==> src/rtl/logic_unit_arbiter_if.sv <==
// Requester, response and shared-unit signals of the logic unit arbiter.
// The arbiter side uses the slave modport; the requesters and unit model use master.
interface logic_unit_arbiter_if;
    logic       req_valid_0;
    logic       req_valid_1;
    logic [3:0] req_a_0;
    logic [3:0] req_b_0;
    logic [3:0] req_a_1;
    logic [3:0] req_b_1;
    logic [1:0] req_sel_0;
    logic [1:0] req_sel_1;
    logic       req_ready_0;
    logic       req_ready_1;
    logic [3:0] unit_a;
    logic [3:0] unit_b;
    logic [1:0] unit_sel;
    logic [3:0] unit_out;
    logic       resp_valid_0;
    logic       resp_valid_1;
    logic [3:0] resp_data;
    logic       resp_ready_0;
    logic       resp_ready_1;
    logic       busy;

    modport slave (
        input  req_valid_0, req_valid_1, req_a_0, req_b_0, req_a_1, req_b_1,
               req_sel_0, req_sel_1, unit_out, resp_ready_0, resp_ready_1,
        output req_ready_0, req_ready_1, unit_a, unit_b, unit_sel,
               resp_valid_0, resp_valid_1, resp_data, busy
    );

    modport master (
        output req_valid_0, req_valid_1, req_a_0, req_b_0, req_a_1, req_b_1,
               req_sel_0, req_sel_1, unit_out, resp_ready_0, resp_ready_1,
        input  req_ready_0, req_ready_1, unit_a, unit_b, unit_sel,
               resp_valid_0, resp_valid_1, resp_data, busy
    );
endinterface

==> src/rtl/logic_unit_arbiter.sv <==
// Two-port arbiter sharing one combinational NAND/NOR/complement unit, one op in flight.
// Define LOGIC_ARB_ROUND_ROBIN_EN for round-robin arbitration; otherwise port 0 has fixed priority.
module logic_unit_arbiter (
    input  logic clk,
    input  logic rst_n,
    logic_unit_arbiter_if.slave bus
);
    typedef enum logic [1:0] {
        IDLE = 2'd0,
        EXEC = 2'd1,
        RESP = 2'd2
    } state_t;

    state_t     state_reg;
    state_t     state_next;
    logic [3:0] op_a_reg;
    logic [3:0] op_b_reg;
    logic [1:0] op_sel_reg;
    logic       op_id_reg;
    logic [3:0] resp_data_reg;

    logic       grant_valid;
    logic       grant_id;
    logic       accept;
    logic       resp_take;

`ifdef LOGIC_ARB_ROUND_ROBIN_EN
    // ptr_reg names the port that wins when both request: the one not granted last.
    logic ptr_reg;

    always_comb begin
        grant_valid = bus.req_valid_0 | bus.req_valid_1;
        if (bus.req_valid_0 && bus.req_valid_1) begin
            grant_id = ptr_reg;
        end else begin
            grant_id = ~bus.req_valid_0;
        end
    end

    always_ff @(posedge clk) begin
        if (!rst_n) begin
            ptr_reg <= 1'b0;
        end else if (accept) begin
            ptr_reg <= ~grant_id;
        end
    end
`else
    always_comb begin
        grant_valid = bus.req_valid_0 | bus.req_valid_1;
        grant_id    = ~bus.req_valid_0;
    end
`endif

    always_ff @(posedge clk) begin
        if (!rst_n) begin
            state_reg <= IDLE;
        end else begin
            state_reg <= state_next;
        end
    end

    always_comb begin
        state_next = state_reg;
        accept     = 1'b0;
        resp_take  = 1'b0;
        case (state_reg)
            IDLE: begin
                if (grant_valid) begin
                    accept     = 1'b1;
                    state_next = EXEC;
                end
            end
            EXEC: begin
                state_next = RESP;
            end
            RESP: begin
                resp_take = op_id_reg ? bus.resp_ready_1 : bus.resp_ready_0;
                if (resp_take) begin
                    state_next = IDLE;
                end
            end
            default: begin
                state_next = IDLE;
            end
        endcase
    end

    // Operand registers feed the unit in every state, so its inputs move only on accept.
    always_ff @(posedge clk) begin
        if (!rst_n) begin
            op_a_reg      <= 4'd0;
            op_b_reg      <= 4'd0;
            op_sel_reg    <= 2'd0;
            op_id_reg     <= 1'b0;
            resp_data_reg <= 4'd0;
        end else begin
            if (accept) begin
                op_a_reg   <= grant_id ? bus.req_a_1   : bus.req_a_0;
                op_b_reg   <= grant_id ? bus.req_b_1   : bus.req_b_0;
                op_sel_reg <= grant_id ? bus.req_sel_1 : bus.req_sel_0;
                op_id_reg  <= grant_id;
            end
            if (state_reg == EXEC) begin
                resp_data_reg <= bus.unit_out;
            end
        end
    end

    // Handshake outputs are forced low while reset is asserted.
    assign bus.req_ready_0  = rst_n & accept & ~grant_id;
    assign bus.req_ready_1  = rst_n & accept &  grant_id;
    assign bus.resp_valid_0 = rst_n & (state_reg == RESP) & ~op_id_reg;
    assign bus.resp_valid_1 = rst_n & (state_reg == RESP) &  op_id_reg;
    assign bus.busy         = rst_n & (state_reg != IDLE);
    assign bus.resp_data    = resp_data_reg;
    assign bus.unit_a       = op_a_reg;
    assign bus.unit_b       = op_b_reg;
    assign bus.unit_sel     = op_sel_reg;
endmodule

==> src/flat_wrapper.sv <==
// flat-port wrapper written by rule: the top's interface ports become plain ports
module logic_unit_arbiter_flat 
  (clk, rst_n, bus_req_valid_0, bus_req_valid_1, bus_req_a_0, bus_req_b_0, bus_req_a_1, bus_req_b_1, bus_req_sel_0, bus_req_sel_1, bus_unit_out, bus_resp_ready_0, bus_resp_ready_1, bus_req_ready_0, bus_req_ready_1, bus_unit_a, bus_unit_b, bus_unit_sel, bus_resp_valid_0, bus_resp_valid_1, bus_resp_data, bus_busy);
  logic_unit_arbiter_if bus_i ();
  input  logic clk;
  input  logic rst_n;
  input wire logic [$bits(bus_i.req_valid_0)-1:0] bus_req_valid_0;
  input wire logic [$bits(bus_i.req_valid_1)-1:0] bus_req_valid_1;
  input wire logic [$bits(bus_i.req_a_0)-1:0] bus_req_a_0;
  input wire logic [$bits(bus_i.req_b_0)-1:0] bus_req_b_0;
  input wire logic [$bits(bus_i.req_a_1)-1:0] bus_req_a_1;
  input wire logic [$bits(bus_i.req_b_1)-1:0] bus_req_b_1;
  input wire logic [$bits(bus_i.req_sel_0)-1:0] bus_req_sel_0;
  input wire logic [$bits(bus_i.req_sel_1)-1:0] bus_req_sel_1;
  input wire logic [$bits(bus_i.unit_out)-1:0] bus_unit_out;
  input wire logic [$bits(bus_i.resp_ready_0)-1:0] bus_resp_ready_0;
  input wire logic [$bits(bus_i.resp_ready_1)-1:0] bus_resp_ready_1;
  output wire logic [$bits(bus_i.req_ready_0)-1:0] bus_req_ready_0;
  output wire logic [$bits(bus_i.req_ready_1)-1:0] bus_req_ready_1;
  output wire logic [$bits(bus_i.unit_a)-1:0] bus_unit_a;
  output wire logic [$bits(bus_i.unit_b)-1:0] bus_unit_b;
  output wire logic [$bits(bus_i.unit_sel)-1:0] bus_unit_sel;
  output wire logic [$bits(bus_i.resp_valid_0)-1:0] bus_resp_valid_0;
  output wire logic [$bits(bus_i.resp_valid_1)-1:0] bus_resp_valid_1;
  output wire logic [$bits(bus_i.resp_data)-1:0] bus_resp_data;
  output wire logic [$bits(bus_i.busy)-1:0] bus_busy;
  assign bus_i.req_valid_0 = bus_req_valid_0;
  assign bus_i.req_valid_1 = bus_req_valid_1;
  assign bus_i.req_a_0 = bus_req_a_0;
  assign bus_i.req_b_0 = bus_req_b_0;
  assign bus_i.req_a_1 = bus_req_a_1;
  assign bus_i.req_b_1 = bus_req_b_1;
  assign bus_i.req_sel_0 = bus_req_sel_0;
  assign bus_i.req_sel_1 = bus_req_sel_1;
  assign bus_i.unit_out = bus_unit_out;
  assign bus_i.resp_ready_0 = bus_resp_ready_0;
  assign bus_i.resp_ready_1 = bus_resp_ready_1;
  assign bus_req_ready_0 = bus_i.req_ready_0;
  assign bus_req_ready_1 = bus_i.req_ready_1;
  assign bus_unit_a = bus_i.unit_a;
  assign bus_unit_b = bus_i.unit_b;
  assign bus_unit_sel = bus_i.unit_sel;
  assign bus_resp_valid_0 = bus_i.resp_valid_0;
  assign bus_resp_valid_1 = bus_i.resp_valid_1;
  assign bus_resp_data = bus_i.resp_data;
  assign bus_busy = bus_i.busy;
  logic_unit_arbiter u_core (.clk(clk), .rst_n(rst_n), .bus(bus_i));
endmodule
==> config.mk <==
export PLATFORM = sky130hd
export DESIGN_NAME = logic_unit_arbiter_flat
export DESIGN_NICKNAME = d
export VERILOG_FILES = /design/src/rtl/logic_unit_arbiter_if.sv /design/src/rtl/logic_unit_arbiter.sv /design/src/flat_wrapper.sv
export SDC_FILE = /design/constraint.sdc
export NUM_CORES = 1
export LEC_CHECK = 0
export BUFFER_PORTS_ARGS = -buffer_cell sky130_fd_sc_hd__buf_2
export CAP_MARGIN = 30
export CORE_MARGIN = 2
export CORE_UTILIZATION = 30
export CTS_BUF_LIST = sky130_fd_sc_hd__clkbuf_2
export CTS_CLUSTER_DIAMETER = 200
export CTS_CLUSTER_SIZE = 14
export DETAILED_ROUTE_END_ITERATION = 10
export PLACE_DENSITY_LB_ADDON = 0.3
export REMOVE_ABC_BUFFERS = 1
export SLEW_MARGIN = 20
export SYNTH_ARGS = -nofsm -noshare
export SYNTH_HDL_FRONTEND = slang
export SYNTH_SLANG_ARGS = --single-unit
==> constraint.sdc <==
create_clock -name clk -period 1.4 [get_ports clk]
set_input_delay 0.28 -clock clk [delete_from_list [all_inputs] [get_ports clk]]
set_output_delay 0.28 -clock clk [all_outputs]
set_load 0.02 [all_outputs]
# [After elaboration in Yosys (flattened, before gate mapping)]
# Index checks and enable logic that the tools add are counted.
[op_classes] eq_ne=4 n_mux=9 bitwise=10 n_reduce_logical=3
[ops] op="4-bit 2-to-1 mux" count=2
[ops] op="1-bit AND" count=7
[ops] op="2-bit 2-to-1 mux" count=3
[ops] op="2-bit one-hot mux with 3 select lines" count=1
[ops] op="2-bit by 1-bit != test with 1-bit output (second input constant)" count=2
[ops] op="1-bit 2-to-1 mux" count=3
[ops] op="2-bit by 1-bit equality test with 1-bit output (second input constant)" count=1
[ops] op="2-bit equality test (second input constant)" count=1
[ops] op="2-bit logical NOT" count=1
[ops] op="1-bit inverter" count=2
[ops] op="2-bit AND reduction" count=1
[ops] op="2-bit nonzero test" count=1
[ops] op="1-bit OR" count=1
[totals] register_bits=17 input_bits=30 out_inout_bits=19 wordCells=32

# [Depth between registers and ports, before layout]
[logic_depth] ltp_word=5 mapped_depth=5 mapped_depth_nobuf=3

# [Worst setup path after synthesis]
# No wires, ideal clock.
[synth_path] path_kind="register -> output" from="register u_core.state_reg[0]" to="output port bus_req_ready_1" t_arrival_ps=1056 required_time_ps=1120 slack_ps=64 path_stages_with_launch=4 n_path_buf=0 cell_sequence="dfxtp_1 nor2_1 and3_1 nor2b_1"
[synth_via] elab_chain_cells=4
[synth_rtl] item="from (decl)" line_no="logic_unit_arbiter.sv:14" rtl="state_t state_reg;"
[synth_rtl] item="from (signal assigned)" line_no="logic_unit_arbiter.sv:58" rtl="state_reg <= state_next;"
[synth_rtl] item="2-bit logical NOT" line_no="logic_unit_arbiter.sv:66" rtl="case (state_reg)"
[synth_rtl] item="1-bit 2-to-1 mux" line_no="logic_unit_arbiter.sv:66"
[synth_rtl] item="1-bit AND (2 in a row)" line_no="logic_unit_arbiter.sv:111" rtl="assign bus.req_ready_1 = rst_n & accept & grant_id;"
[synth_rtl] item="to (decl)" line_no="flat_wrapper.sv:19" rtl="output wire logic [$bits(bus_i.req_ready_1)-1:0] bus_req_ready_1;"
# Every way passes these cells.

# [Final worst setup path]
[layout_path] from="register u_core.state_reg[1]" to="output port bus_req_ready_1"
# Same word-level chain as after synthesis.

==> impl_metrics.env <==
export IMPL_status="finished, violations left"
export IMPL_failed_checks="negative setup slack"
export IMPL_drc=0
export IMPL_drive_gt1_frac=0.5985
export IMPL_nets=163
export IMPL_finalCritPeriodShare=1.055
export IMPL_cts_tree="built"
export IMPL_dp_hpwl_um=1506
export IMPL_clkLatencyLatePin_ps=280
export IMPL_setup_violations=4
export IMPL_yosysTopAreaCellShare=0.4153
export IMPL_grt_overflow_total=0
export IMPL_ys_seq_elements=17
export IMPL_critPathRequiredTime_ps=1120
export IMPL_grtUsageTotal=0.1295
export IMPL_cts_buffers=3
export IMPL_grt_first_pass_wirelength_um=3284
export IMPL_synth_edff_count=0
export IMPL_finalWirelength_um=2042
export IMPL_path_clk_slew_ps=150
export IMPL_min_path_type="in -> reg"
export IMPL_peakVddDrop_mv=0.4699
export IMPL_finalCriticalPeriod_ps=1477
export IMPL_place_ws_ps=11.77
export IMPL_ys_seq_area_frac=0.4153
export IMPL_fin_util=0.4702
export IMPL_yosys_warnings=0
export IMPL_yosysUniqueCellTypes=17
export IMPL_grt_max_degree=17
export IMPL_cts_sinks=17
export IMPL_core_um2=2522
export IMPL_postSynthAreaPerCell_um2=10.24
export IMPL_dieArea_um2=3166
export IMPL_ys_flop_type="dfxtp_1"
export IMPL_cp_max_fo=3
export IMPL_gp_congestion=0.6373
export IMPL_tightest_slew_ps=293.9
export IMPL_slew_headroom=0.8041
export IMPL_hold_viol=0
export IMPL_synthesis_area_um2=819.5
export IMPL_holdBufCountCts=0
export IMPL_clockRootBuffer="clkbuf_2"
export IMPL_post_drt_via_cell_ratio=4.765
export IMPL_antenna_cells=0
export IMPL_fmaxAchievable_mhz=677.1
export IMPL_start_util=0.3249
export IMPL_rows=18
export IMPL_ios=49
export IMPL_ant_nets=0
export IMPL_synthTopCellsByArea="dfxtp_1 42%, mux2i_1 18%, a211oi_2 15%"
export IMPL_grt_pass1_vias=771
export IMPL_worst_slack_ps=-76.80
export IMPL_vias=772
export IMPL_clk_path_buf_depth=2
export IMPL_fin_area_um2=1186
export IMPL_clock_skew_ps=1.535
export IMPL_h_tree_depth=1
export IMPL_drv_slew=0
export IMPL_drv_cap=0
export IMPL_cp_start_kind="register"
export IMPL_crit_path_end_kind="primary output"
export IMPL_critical_path_class="reg -> out"
export IMPL_p_leak_nw=0.5975
export IMPL_fp_dieW_um=56.27
export IMPL_port_buffers=48
export IMPL_area_delta_synth_final_pct=44.73
export IMPL_synthArstFlopShare=0
export IMPL_die_h_um=56.27
export IMPL_antenna_found_initial=0
export IMPL_ys_top_cells_by_count="17 x dfxtp_1, 15 x mux2i_1, 12 x a21oi_1"
export IMPL_whs_ps=221.3
export IMPL_synth_most_common_cell="dfxtp_1"
export IMPL_synthCells=80
export IMPL_synth_top_cell_by_area="dfxtp_1"
export IMPL_drtPass1Iterations=3
export IMPL_rsz0062_at_grt="true"
export IMPL_drt_initial_drc_count=14
export IMPL_cellPowerDensity_nw_per_um2=1019
export IMPL_arrival_ps=1200
export IMPL_place_area_um2=1084
export IMPL_wire_per_inst_um=12.60
-- placed cells by master, fill, tap and decap left out, drive strengths merged --
cell type	count
nand2b	1
or2	1
a21oi	12
nor2	7
mux2i	15
and2	1
nand2	2
a211oi	11
inv	1
nor2b	2
buf	55
and3	3
clkbuf	4
dfxtp	17
-- path summary, 6_finish.rpt --
| path | from | to | slack (ps) | cells past startpoint |
|---|---|---|---|---|
| max | u_core.state_reg[1] | bus_req_ready_1 | -80 | 4 |
| min | bus_unit_out[2] | u_core.bus.resp_data[2] | 220 | 3 |
| max reg2reg | u_core.state_reg[1] | u_core.op_id_reg | 70 | 6 |
| min reg2reg | u_core.bus.resp_data[3] | u_core.bus.resp_data[3] | 510 | 2 |
-- worst max-delay path: stages (launching register included) --
cell and delay (ps):
dfxtp_2 370, nor2_4 120, and3_4 190, nor2b_4 130
buf_6 120
-- through the flow --
stage / cells / total power [mW] / TNS [ps]
floorplan: 73 / 0.8074 / -278.1
global placement: 155 / 0.9415 / 0
detailed placement: 155 / 0.9515 / 0
CTS: 161 / 1.204 / -369.7
global route: 162 / 1.276 / -572.1
finish: 162 / 1.209 / -196.1
-- cells by family after synthesis --
group | count (synthesis) | synth area share
simple gates | 17 | 0.1084
compound gates | 23 | 0.2351
flops | 17 | 0.4153
buf+inv | 8 | 0.05801
mux | 15 | 0.1832
-- per-layer routing --
| layer | GRT usage | wire (µm) |
|---|---|---|
| met1 | 0.1544 | 820 |
| met2 | 0.2286 | 1108 |
| met3 | 0.02995 | 113 |
| met4 | 0.04082 | 0 |
| met5 | 0 | 0 |
-- what timing repair did --
item                                    in CTS  in global routing
hold endpoints to repair                     0                  0
endpoints found under the setup margin       5                  5
resized for setup                            9                 10
buffers inserted                             2                  1
pin swaps                                    2                  0
-- cell type report --
cell class / count / area [µm²]
clock buffers: 4 / 20.02
flip-flops and latches: 17 / 345.3
inverters: 1 / 3.754
multi-input cells: 55 / 461.7
fillers: 262 / 1336
repair buffers: 55 / 317.8
well taps: 30 / 37.54
-- report_power, final --
group / switching (mW) / total [mW] / internal (mW)
combinational: 0.225 / 0.418 / 0.193
sequential: 0.0338 / 0.571 / 0.537
clock: 0.144 / 0.220 / 0.0758
No activity file was read; power rests on OpenSTA's default activity.
